$ cat config.mk
export PLATFORM = sky130hd
export DESIGN_NAME = nibble_pair_serializer
export DESIGN_NICKNAME = d
export VERILOG_FILES = /design/src/rtl/nibble_pair_serializer.sv
export SDC_FILE = /design/constraint.sdc
export NUM_CORES = 1
export LEC_CHECK = 0
export BUFFER_PORTS_ARGS = -buffer_cell sky130_fd_sc_hd__buf_4
export CORE_AREA = 2 2 39 41
export CTS_BUF_LIST = sky130_fd_sc_hd__clkbuf_4 sky130_fd_sc_hd__clkbuf_8
export CTS_CLUSTER_SIZE = 28
export DETAILED_ROUTE_END_ITERATION = 7
export DIE_AREA = 0 0 41 43
export HOLD_SLACK_MARGIN = 0.15
export PLACE_DENSITY_LB_ADDON = 0.25
export SKIP_CTS_REPAIR_TIMING = 1
export SYNTH_ARGS = -nofsm -noshare
export SYNTH_HDL_FRONTEND = slang
export SYNTH_SLANG_ARGS = --single-unit
$ cat constraint.sdc
create_clock -name CLK -period 1.8 [get_ports CLK]
set_input_delay 0.09 -clock CLK [delete_from_list [all_inputs] [get_ports CLK]]
set_output_delay 0.09 -clock CLK [all_outputs]
set_load 0.02 [all_outputs]
$ cat src/rtl/nibble_pair_serializer.sv
// Serializes a captured BCD digit pair, high digit first, over a Valid/Ready handshake.
// Non-BCD load attempts are rejected and flagged on Err until the next load or reset.
module nibble_pair_serializer (
    input  logic       CLK,
    input  logic       RST,
    input  logic       Ce,
    input  logic       Load,
    input  logic [3:0] D1in,
    input  logic [3:0] D0in,
    input  logic       Ready,
    output logic [3:0] Dout,
    output logic       Valid,
    output logic       Busy,
    output logic       Done,
    output logic       Err
);

    typedef enum logic [1:0] {
        StIdle  = 2'd0,
        StSend1 = 2'd1,
        StSend0 = 2'd2
    } state_t;

    state_t     r_state;
    state_t     w_state_nxt;
    logic [3:0] r_d1;
    logic [3:0] r_d0;
    logic [3:0] w_d1_nxt;
    logic [3:0] w_d0_nxt;
    logic       r_err;
    logic       w_err_nxt;
    logic       r_done;
    logic       w_done_nxt;
    logic       w_bcd_ok;

    assign w_bcd_ok = (D1in <= 4'd9) && (D0in <= 4'd9);

    always_ff @(posedge CLK) begin
        if (RST) begin
            r_state <= StIdle;
            r_d1    <= 4'h0;
            r_d0    <= 4'h0;
            r_err   <= 1'b0;
            r_done  <= 1'b0;
        end else begin
            r_state <= w_state_nxt;
            r_d1    <= w_d1_nxt;
            r_d0    <= w_d0_nxt;
            r_err   <= w_err_nxt;
            // Done is updated on every edge so the pulse lasts one cycle even with Ce low.
            r_done  <= w_done_nxt;
        end
    end

    always_comb begin
        w_state_nxt = r_state;
        w_d1_nxt    = r_d1;
        w_d0_nxt    = r_d0;
        w_err_nxt   = r_err;
        w_done_nxt  = 1'b0;
        if (Ce) begin
            case (r_state)
                StIdle: begin
                    if (Load) begin
                        if (w_bcd_ok) begin
                            w_d1_nxt    = D1in;
                            w_d0_nxt    = D0in;
                            w_err_nxt   = 1'b0;
                            w_state_nxt = StSend1;
                        end else begin
                            w_err_nxt = 1'b1;
                        end
                    end
                end
                StSend1: begin
                    if (Ready) w_state_nxt = StSend0;
                end
                StSend0: begin
                    if (Ready) begin
                        w_state_nxt = StIdle;
                        w_done_nxt  = 1'b1;
                    end
                end
                default: w_state_nxt = StIdle;
            endcase
        end
    end

    // Handshake outputs depend on registered state only.
    always_comb begin
        Dout  = 4'h0;
        Valid = 1'b0;
        Busy  = 1'b0;
        case (r_state)
            StSend1: begin
                Dout  = r_d1;
                Valid = 1'b1;
                Busy  = 1'b1;
            end
            StSend0: begin
                Dout  = r_d0;
                Valid = 1'b1;
                Busy  = 1'b1;
            end
            default: ;
        endcase
    end

    assign Done = r_done;
    assign Err  = r_err;

endmodule

## Word level (Yosys, flattened, before mapping)

Cells that the tools add are included.

- Register bits after elaboration: 12
- Input port bits: 13
- Output and inout bits: 8
- Logic and storage cells: 31

- Magnitude comparators: 2
- Eq/ne operators: 6
- Multiplexer cells: 9
- Bitwise gates (word level): 2
- Reductions and logical operators: 7

Operators by type and width:

| kind | count |
|---|---|
| 4-bit less-or-equal comparator, second input constant | 2 |
| 2-bit two-way mux | 4 |
| 2-bit inequality test, second input constant | 4 |
| 4-bit one-hot mux with 2 select lines | 1 |
| 2-bit one-hot mux with 3 select lines | 1 |
| 5-bit AND reduction | 1 |
| 4-bit AND reduction | 1 |
| 1-bit two-way mux | 3 |
| 3-bit AND reduction | 1 |
| 3-bit OR reduction | 1 |
| 2-bit by 1-bit equality test with 1-bit output, second input constant | 1 |
| 2-bit equality test, second input constant | 1 |
| 2-bit logical NOT | 1 |
| 1-bit NOT | 2 |
| 2-bit OR reduction | 1 |
| 1-bit logical AND | 1 |

## Longest topological paths before layout

- Depth in word-level cells: 5
- Depth in mapped cells: 7
- Depth with buffers taken out: 6

## Worst setup path before layout

Ideal clock, no wire load.

- Kind: register to register
- From: register r_state[0]
- To: register r_d0[0]
- Library setup time: 127 ps
- Arrival time: 1239 ps
- Data required time: 1673 ps
- Path slack: 434 ps
- Cell stages (with the launch flop): 8
- Buffers on the path: 1
- Clock period less this slack: 1366 ps
- Cells stage by stage: dfxtp_1 inv_1 ha_1 and2_1 nand4_1 buf_6 mux2i_1 nor2_1

- Longest elaborated chain between the ends: 2

Ends and longest elaborated chain:

| what | RTL line | text |
|---|---|---|
| from (decl) | 24 | `state_t r_state;` |
| from (signal assigned) | 40 | `r_state <= StIdle;` |
| from (signal assigned) | 46 | `r_state <= w_state_nxt;` |
| 2-bit logical NOT | 62 | `case (r_state)` |
| 4-bit AND reduction (no line) | -- |  |
| to (signal assigned) | 48 | `r_d0 <= w_d0_nxt;` |
| to (decl) | 27 | `logic [3:0] r_d0;` |

No other way between the ends.
A chain may end at the register's enable or synchronous reset.

## Worst setup path after layout

- From: register r_state[0]
- To: register r_done (netlist: Done)

- Longest elaborated chain between the ends: 3

Ends and longest elaborated chain:

| what | RTL line | text |
|---|---|---|
| 2-bit equality test | 62 |  |
| 1-bit NOT (no line) | -- |  |
| 3-bit OR reduction (no line) | -- |  |
| to (signal assigned) | 51 | `r_done <= w_done_nxt;` |
| to (decl) | 32 | `logic r_done;` |

No other way between the ends.

==> results.sh <==
export IMPL_ys_ff_latch=12
export IMPL_area_growth_pct=47.03
export IMPL_synth_warnings=0
export IMPL_hold_start="Load"
export IMPL_clk_pin_slew_ns=0.07
export IMPL_cts_tree="yes"
export IMPL_synthArstFlopShare_pct=0
export IMPL_slew_violations=0
export IMPL_path_max_fanout=6
export IMPL_synth_edf_count=0
export IMPL_h_tree_depth=1
export IMPL_layout_nets=116
export IMPL_clk_latency_ns=0.26
export IMPL_grt_max_degree=15
export IMPL_overflow=0
export IMPL_ys_types=19
export IMPL_sw_frac_of_total_pct=26.74
export IMPL_num_rows=14
export IMPL_viasPerCell=4.991
export IMPL_cap_violations=0
export IMPL_comb_power_share_pct=23.9
export IMPL_track_usage_pct=18.59
export IMPL_reg2reg_depth=4
export IMPL_grt_pass1_wl_mm=2.201
export IMPL_synth_most_common_cell="dfxtp_1"
export IMPL_max_freq_mhz=608.9
export IMPL_avgSynthCellArea_sq_um=9.560
export IMPL_cp_data_required_time_ns=1.95
export IMPL_yosys_top_cells_area="dfxtp_1 39%, mux2i_1 16%, ha_1 10%"
export IMPL_reg2reg_slack_ns=0.16
export IMPL_fin_crit_sh_pct=91.24
export IMPL_antenna_found_initial=0
export IMPL_io_buffers=20
export IMPL_wl_per_cell_um=13.28
export IMPL_die_area_sq_um=1763
export IMPL_outcome="completed"
export IMPL_r2r_end="Done"
export IMPL_wirelength_mm=1.487
export IMPL_powerDensity_nw_per_um2=648.6
export IMPL_crit_path_start_kind="flop"
export IMPL_cts_path_max_buffers=2
export IMPL_drt_iter0_markers=7
export IMPL_layout_min_cycle_time_ns=1.642
export IMPL_hpwlAfterDp_mm=1.027
export IMPL_cts_buffers=3
export IMPL_worstHoldPathType="in -> reg"
export IMPL_finalSetupTns_ns=0
export IMPL_power_switching_uw=156.0
export IMPL_min_to="Err"
export IMPL_synth_top_cell_area_share_pct=39.26
export IMPL_ir_worst_vdd_v=0.0003595
export IMPL_intPower_uw=427.5
export IMPL_timing_rr_start="r_state[0]"
export IMPL_cts_num_sinks=12
export IMPL_root_buffer="clkbuf_4"
export IMPL_relSlewSlack_pct=78.11
export IMPL_clock_power_share_pct=27.4
export IMPL_worst_pin_slew_ns=0.3249
export IMPL_num_antenna_cells=0
export IMPL_cp_arrival_ns=1.79
export IMPL_hold_slack_ns=0.1720
export IMPL_grt_setup_unrepaired="false"
export IMPL_io_pins=21
export IMPL_synthTopCellsByCount="12 x dfxtp_1, 10 x mux2i_1, 9 x nor2_1"
export IMPL_vias=559
export IMPL_grt_pass1_vias=518
export IMPL_hold_path_depth=3
export IMPL_synth_nets=82
export IMPL_finalSetupViolCount=0
export IMPL_p_leak_uw=0.0004347
export IMPL_worst_setup_path_end_kind="flop"
export IMPL_route_detailed_drc=0
export IMPL_start_util_pct=44.21
export IMPL_drive_gt1_share_pct=26.04
export IMPL_yosysSeqAreaShare_pct=39.26
export IMPL_chipHeight_um=43
export IMPL_yosysTopAreaCell="dfxtp_1"
export IMPL_die_width_um=41
export IMPL_crit_type="reg -> reg"
export IMPL_synth_area_sq_um=611.8
export IMPL_drtPass1Iterations=2
export IMPL_ant_nets=0
export IMPL_syn_inst=64
export IMPL_skew_ns=0.003686
export IMPL_synth_main_ff_cell="dfxtp_1"
export IMPL_core_area_sq_um=1384
export IMPL_pwr_share_seq_pct=48.8
export IMPL_hold_viol=0
export IMPL_gp_congestion=0.7421
-- worst max-delay path, stage by stage (launching register included) --
cell	delay, ns
dfxtp_1	0.39
inv_1	0.10
ha_1	0.28
and4b_1	0.22
dlygate4sd3_1	0.54
-- through the flow --
| stage | setup WS, ns | utilization (%) | power (uW) | cells | instance area (sq um) |
|---|---|---|---|---|---|
| 2_1_floorplan | 0.4343 | - | 364.4 | 64 | 611.8 |
| 4_1_cts | 0.2388 | 57.05 | 570.3 | 101 | 789.5 |
| 3_5_place_dp | 0.2626 | 55.43 | 411.5 | 98 | 767.0 |
| 5_1_grt | 0.05179 | 65.01 | 611.4 | 112 | 899.6 |
| 6_report | 0.1578 | 65.01 | 583.5 | 112 | 899.6 |
| 3_3_place_gp | 0.3392 | 55.43 | 408.1 | 98 | 767.0 |
-- per-layer routing --
layer | wire [um] | vias up | global-route usage (%)
met5 | 0 | - | 0
met4 | 10 | 0 | 10.00
met3 | 62 | 2 | 5.759
met2 | 777 | 11 | 27.19
met1 | 636 | 264 | 23.28
li1 | - | 282 | -
-- flip-flops by register name, summed over array words and instances (netlist names) --
register  flops
r_state       2
r_d0          4
Err           1
Done          1
r_d1          4
-- worst max-delay path by stage --
stage | from | endpoint | slack [ns] | cells after the start
floorplan | r_state[0] | r_d0[0] | 0.43 | 7
global placement | r_state[0] | r_d1[3] | 0.34 | 7
detailed placement | r_state[0] | r_d1[3] | 0.26 | 7
CTS | r_state[0] | Dout[2] | 0.24 | 4
global route | r_state[0] | Done | 0.05 | 4
finish | r_state[0] | Done | 0.16 | 4
-- logic make-up (layout without fill, tap and decap cells) --
family,after synthesis,in the layout,synth area share (%)
fa+ha+maj,5,5,10.22
simple gates,22,22,19.02
mux,10,10,16.36
compound gates,9,9,9.610
buf+inv,6,38,5.521
flops,12,12,39.26
-- power by group through the flow --
stage          clock network [uW]  registers, uW  logic, uW
6_report                      160            285        139
5_1_grt                       175            287        149
4_1_cts                       165            284        121
3_5_place_dp                    0            291        121
3_3_place_gp                    0            290        118
2_1_floorplan                   0            291       73.3
-- cell usage in the layout, fill, tap and decap left out, types with 3 or more instances in the layout --
master	synthesis	layout
buf_4	1	21
dfxtp_1	12	12
dlygate4sd3_1	0	11
mux2i_1	10	10
nor2_1	9	9
ha_1	5	5
a22oi_1	4	4
nor2b_1	4	4
nand2b_1	4	4
inv_1	3	3
o21ai_0	3	3
clkbuf_4	0	3
-- cell type report --
cell class                      count  area, sq um
Clock buffer                        3        22.52
Tap cell                           16        20.02
Inverter                            3        11.26
Sequential cell                    12        240.2
Fill cell                         122        484.2
Timing Repair Buffer               32        267.8
Multi-Input combinational cell     46        337.8
(Power assumes the default switching activity.)
